===== config.mk =====
export PLATFORM = sky130hd
export DESIGN_NAME = nios_mutex_bank
export DESIGN_NICKNAME = d
export VERILOG_FILES = /design/src/rtl/nios_mutex_bank.sv
export SDC_FILE = /design/constraint.sdc
export NUM_CORES = 1
export LEC_CHECK = 0
export ABC_AREA = 0
export CORE_MARGIN = 2
export CORE_UTILIZATION = 28
export DETAILED_ROUTE_END_ITERATION = 8
export GPL_TIMING_DRIVEN = 0
export HOLD_SLACK_MARGIN = 0.12
export PLACE_DENSITY = 0.55
export SLEW_MARGIN = 15
export SYNTH_ARGS = -nofsm -noshare
export SYNTH_HDL_FRONTEND = slang
export SYNTH_SLANG_ARGS = --single-unit

===== constraint.sdc =====
create_clock -name clk -period 5.2 [get_ports clk]
set_clock_uncertainty 0.15 [all_clocks]
set_input_delay 1.56 -clock clk [delete_from_list [all_inputs] [get_ports clk]]
set_output_delay 1.56 -clock clk [all_outputs]
set_load 0.005 [all_outputs]

===== src/rtl/nios_mutex_bank.sv =====
// Bank of NUM_MUTEX Avalon-MM hardware mutexes with an optional lease timeout (TIMEOUT>0).
// Define MUTEX_IRQ_EN to build per-mutex release-pending/irq-enable flags and the irq output.
module nios_mutex_bank #(
  parameter int NUM_MUTEX = 4,
  parameter int OWNER_W   = 16,
  parameter int VALUE_W   = 16,
  parameter int TIMEOUT   = 0,
  parameter int ADDR_W    = ((NUM_MUTEX > 1) ? $clog2(NUM_MUTEX) : 1) + 1
) (
  input  logic              clk,
  input  logic              reset,
  input  logic [ADDR_W-1:0] address,
  input  logic              chipselect,
  input  logic              write,
  input  logic              read,
  input  logic [31:0]       writedata,
  output logic [31:0]       readdata
`ifdef MUTEX_IRQ_EN
  ,
  output logic              irq
`endif
);

  localparam int IDX_W = ADDR_W - 1;
  localparam int CNT_W = (TIMEOUT > 1) ? $clog2(TIMEOUT) : 1;

  logic [IDX_W-1:0]   idx;
  logic               wr_m, wr_s;
  logic [OWNER_W-1:0] wr_owner;
  logic [VALUE_W-1:0] wr_value;
  logic               unused_wd;

  assign idx       = address[ADDR_W-1:1];
  assign wr_m      = chipselect & write & ~address[0];
  assign wr_s      = chipselect & write & address[0];
  assign wr_owner  = writedata[16 +: OWNER_W];
  assign wr_value  = writedata[0 +: VALUE_W];
  assign unused_wd = ^writedata;

  logic [OWNER_W-1:0] owner_q [NUM_MUTEX];
  logic [OWNER_W-1:0] owner_d [NUM_MUTEX];
  logic [VALUE_W-1:0] value_q [NUM_MUTEX];
  logic [VALUE_W-1:0] value_d [NUM_MUTEX];
  logic [NUM_MUTEX-1:0] tmo_q, tmo_d;
  logic                 init_q, init_d;
  logic [NUM_MUTEX-1:0] acc, sel_s, expire;

  // Out-of-range indices match no mutex, so their writes fall away naturally.
  always_comb begin
    acc   = '0;
    sel_s = '0;
    for (int i = 0; i < NUM_MUTEX; i++) begin
      if (idx == IDX_W'(i)) begin
        acc[i]   = wr_m && (value_q[i] == '0 || owner_q[i] == wr_owner);
        sel_s[i] = wr_s;
      end
    end
  end

  generate
    if (TIMEOUT > 0) begin : g_lease
      logic [CNT_W-1:0] cnt_q [NUM_MUTEX];
      logic [CNT_W-1:0] cnt_d [NUM_MUTEX];

      always_comb begin
        expire = '0;
        for (int i = 0; i < NUM_MUTEX; i++) begin
          cnt_d[i]  = cnt_q[i];
          expire[i] = (value_q[i] != '0) && (cnt_q[i] == '0);
          if (acc[i] && wr_value != '0) begin
            cnt_d[i] = CNT_W'(TIMEOUT - 1);
          end else if (value_q[i] != '0 && cnt_q[i] != '0) begin
            cnt_d[i] = cnt_q[i] - CNT_W'(1);
          end
        end
      end

      always_ff @(posedge clk or posedge reset) begin
        if (reset) begin
          for (int i = 0; i < NUM_MUTEX; i++) cnt_q[i] <= '0;
        end else begin
          for (int i = 0; i < NUM_MUTEX; i++) cnt_q[i] <= cnt_d[i];
        end
      end
    end else begin : g_no_lease
      assign expire = '0;
    end
  endgenerate

  // An accepted write on the expiry cycle wins; a hardware set beats a same-cycle W1C.
  always_comb begin
    init_d = init_q;
    tmo_d  = tmo_q;
    for (int i = 0; i < NUM_MUTEX; i++) begin
      owner_d[i] = owner_q[i];
      value_d[i] = value_q[i];
      if (acc[i]) begin
        owner_d[i] = wr_owner;
        value_d[i] = wr_value;
      end else if (expire[i]) begin
        value_d[i] = '0;
      end
      if (sel_s[i] && writedata[1]) tmo_d[i] = 1'b0;
      if (expire[i] && !acc[i])     tmo_d[i] = 1'b1;
      if (sel_s[i] && writedata[0]) init_d = 1'b0;
    end
  end

  always_ff @(posedge clk or posedge reset) begin
    if (reset) begin
      init_q <= 1'b1;
      tmo_q  <= '0;
      for (int i = 0; i < NUM_MUTEX; i++) begin
        owner_q[i] <= '0;
        value_q[i] <= '0;
      end
    end else begin
      init_q <= init_d;
      tmo_q  <= tmo_d;
      for (int i = 0; i < NUM_MUTEX; i++) begin
        owner_q[i] <= owner_d[i];
        value_q[i] <= value_d[i];
      end
    end
  end

`ifdef MUTEX_IRQ_EN
  logic [NUM_MUTEX-1:0] rel_q, rel_d, ien_q, ien_d;
  logic                 irq_q, irq_d;

  always_comb begin
    rel_d = rel_q;
    ien_d = ien_q;
    for (int i = 0; i < NUM_MUTEX; i++) begin
      if (sel_s[i]) begin
        if (writedata[2]) rel_d[i] = 1'b0;
        ien_d[i] = writedata[3];
      end
      if (value_q[i] != '0 && value_d[i] == '0) rel_d[i] = 1'b1;
    end
    irq_d = |(rel_q & ien_q);
  end

  always_ff @(posedge clk or posedge reset) begin
    if (reset) begin
      rel_q <= '0;
      ien_q <= '0;
      irq_q <= 1'b0;
    end else begin
      rel_q <= rel_d;
      ien_q <= ien_d;
      irq_q <= irq_d;
    end
  end

  assign irq = irq_q;
`endif

  always_comb begin
    readdata = '0;
    if (chipselect && read) begin
      for (int i = 0; i < NUM_MUTEX; i++) begin
        if (idx == IDX_W'(i)) begin
          if (address[0]) begin
            readdata[0] = init_q;
            readdata[1] = tmo_q[i];
`ifdef MUTEX_IRQ_EN
            readdata[2] = rel_q[i];
            readdata[3] = ien_q[i];
`endif
          end else begin
            readdata[16 +: OWNER_W] = owner_q[i];
            readdata[0 +: VALUE_W]  = value_q[i];
          end
        end
      end
    end
  end

endmodule


==> metrics <==
highest metal used met4; largest area contributor in the netlist dfrtp_1; Crit Path Class input pin to output pin; Die Span Y 160 um; synthesized flop and latch total 129; Register Area 3230 um2; vias per std cell 5.12; detailed-placement wirelength estimate 14300 um; final instance count without filler cells 975; Root Driver clkbuf_16; die footprint 25600 um2; layout cells sized above 1 25.5%; first-pass GRT wire length 31000 um; io pins 72; Reg-to-Reg Start owner_q[23]$_DFFE_PP0P_; RD Place Congestion 0.808; largest cells by area after synthesis dfrtp_1, mux2_2, a32o_1; clk slew on worst S/H paths 0.05 ns; post-layout util 35.2%; Met1 Wirelength 9130 um; post-synth cell types 37; vias in the first global route 5084; fin nets 679; Tmin final 5.07 ns; met2 WL 9760 um; clock buffer count from CTS 17; post-synthesis sequential area ratio 47.4%; Slew headroom 55.8%; FF-to-FF path depth 6; Mapped Area 6820 um2; overall routed net length 19900 um; largest net degree at the start of global routing 105; Area growth, synth to finish 24.5%; number of filler cells placed in the layout 2420; Ys Warns 0; Final Cycle Share 97.5%; initial antenna violation count 0; detailed-routed wire length on met3 881 um; H-Tree Depth 4; worst skew pair latency 0.42 ns; vias 4996; reg2reg setup slack 2.22 ns; crit path DAT 3.36 ns; # setup viols final 0; average cell area after synthesis 12.2 um2; Cell Rows 57; Placed Cells 939; PortBufs 55; DR DRC count 0; Total GRT Usage 15.8%; Die X-Extent 160 um; most common cell after layout, fill and taps aside dfrtp_1; remaining antenna violation count 0; most frequent cells in the layout dfrtp_1, mux2_2, xor2_1, a32o_1, clkdlybuf4s50_1; Critical Path RT 3.49 ns; worst r2r dst owner_q[18]$_DFFE_PP0P_; Synth top area share 47.0%; worst-path fanout max 5; status completed; worst-margin pin slew 0.657 ns; DR pass1 iterations 5; DRT iter0 DRCs 450; Slew Limit Fails 0; clock sink count 129; Leak 3.67 nW; WL/cell 20.5 um; crit path launch type input pin; cells after synthesis 559; number of diodes 0; Critical Path Sink readdata[6]; Syn Nets 599; final hold violations 0; CTS tree done; Setup crit end kind output pin; Max Freq 197 MHz; clk buf depth 2; Power Dens Cells 460 nW/um2; GRT overflow 0; maximum capacitance violations 0; core box area 24100 um2; CP Launch Point chipselect; HP Class flip-flop to flip-flop; cts hold-fix bufs 0; RSZ-0062 raised after global routing no; Multi-input gate area 3290 um2; peak supply drop 0.219 mV; starting density of the core 28.3%
[metrics by stage]
stage          setup slack, ns  cell area [um2]  setup TNS (ns)  hold WS, ns  power [mW]
2_1_floorplan           0.0507             6820               0        0.287        2.41
3_3_place_gp             -2.15             7770         -310.77        0.304        2.74
3_5_place_dp             -1.39             7810          -35.22        0.313        2.77
4_1_cts                 0.0294             8480               0        0.321        3.92
5_1_grt                0.00340             8490               0        0.340        4.11
6_report                 0.128             8490               0        0.321        3.91
[how the worst min path moves through the flow]
stage,startpoint,endpoint,slack (ns),depth (start not counted)
floorplan,init_q$_DFFE_PP1P_,init_q$_DFFE_PP1P_,0.29,2
global placement,init_q$_DFFE_PP1P_,init_q$_DFFE_PP1P_,0.30,2
detailed placement,init_q$_DFFE_PP1P_,init_q$_DFFE_PP1P_,0.31,2
CTS,init_q$_DFFE_PP1P_,init_q$_DFFE_PP1P_,0.32,2
global route,init_q$_DFFE_PP1P_,init_q$_DFFE_PP1P_,0.34,2
finish,init_q$_DFFE_PP1P_,init_q$_DFFE_PP1P_,0.32,2
[cells by family after synthesis]
kind of cell / share of synthesized area [%]
mux: 17.0
simple gates: 8.29
compound gates: 14.3
buf+inv: 4.92
xor+xnor: 8.22
flops: 47.4
[critical path, cell delays in order]
cell and delay [ns]:
clkdlybuf4s50_1 0.53, nand2_2 0.12, nor2_4 0.18, buf_4 0.16
o221ai_1 0.10, nor2_1 0.19, clkdlybuf4s50_1 0.53
[registers in the layout, summed over array words and instances (netlist names)]
register	flops
init_q	1
owner_q	64
value_q	64
[report_power, final]
| group | switching (mW) | total, mW | internal, mW |
|---|---|---|---|
| logic | 0.486 | 1.07 | 0.585 |
| registers | 0.331 | 1.70 | 1.37 |
| clock network | 0.431 | 1.13 | 0.701 |
[per-layer routing]
metal,global-route usage [%],up-vias
met5,0,-
met4,3.93,0
met3,2.86,13
met2,26.1,126
met1,21.6,2562
li1,-,2295
[what timing repair did]
action | 4_1_cts | 5_1_grt
pin swaps | 1 | 1
setup endpoints to repair | 32 | 14
cloned | 0 | 0
resized for setup | 36 | 13
setup buffers | 5 | 0
[final cells by class]
class	count	share of cell area, %
clock inverter	6	0.648
buffer	51	4.55
clock buffer	25	5.84
tap	324	4.78
sequential	129	38.0
multi-input combinational	375	38.7
inverter	4	0.265
timing repair buffer	61	7.13
[synthesized netlist by cell type (all sizes together)]
master,n
dfrtp,128
a22oi,12
a41oi,1
buf,24
a21boi,4
clkbuf,26
dlymetal6s2s,1
xor2,64
inv,4
nand2,17
nor4,32
and2,11
mux4,11
nand4,8
mux2i,12
nand2b,3
or3,1
or4,1
nor3,1
nor2,24
a21oi,2
o221ai,3
o21ai,17
a32o,64
nor2b,5
o22ai,7
mux2,70
nand3,2
a211oi,3
dfstp,1
Note: power is estimated with default switching activity, not from simulation.
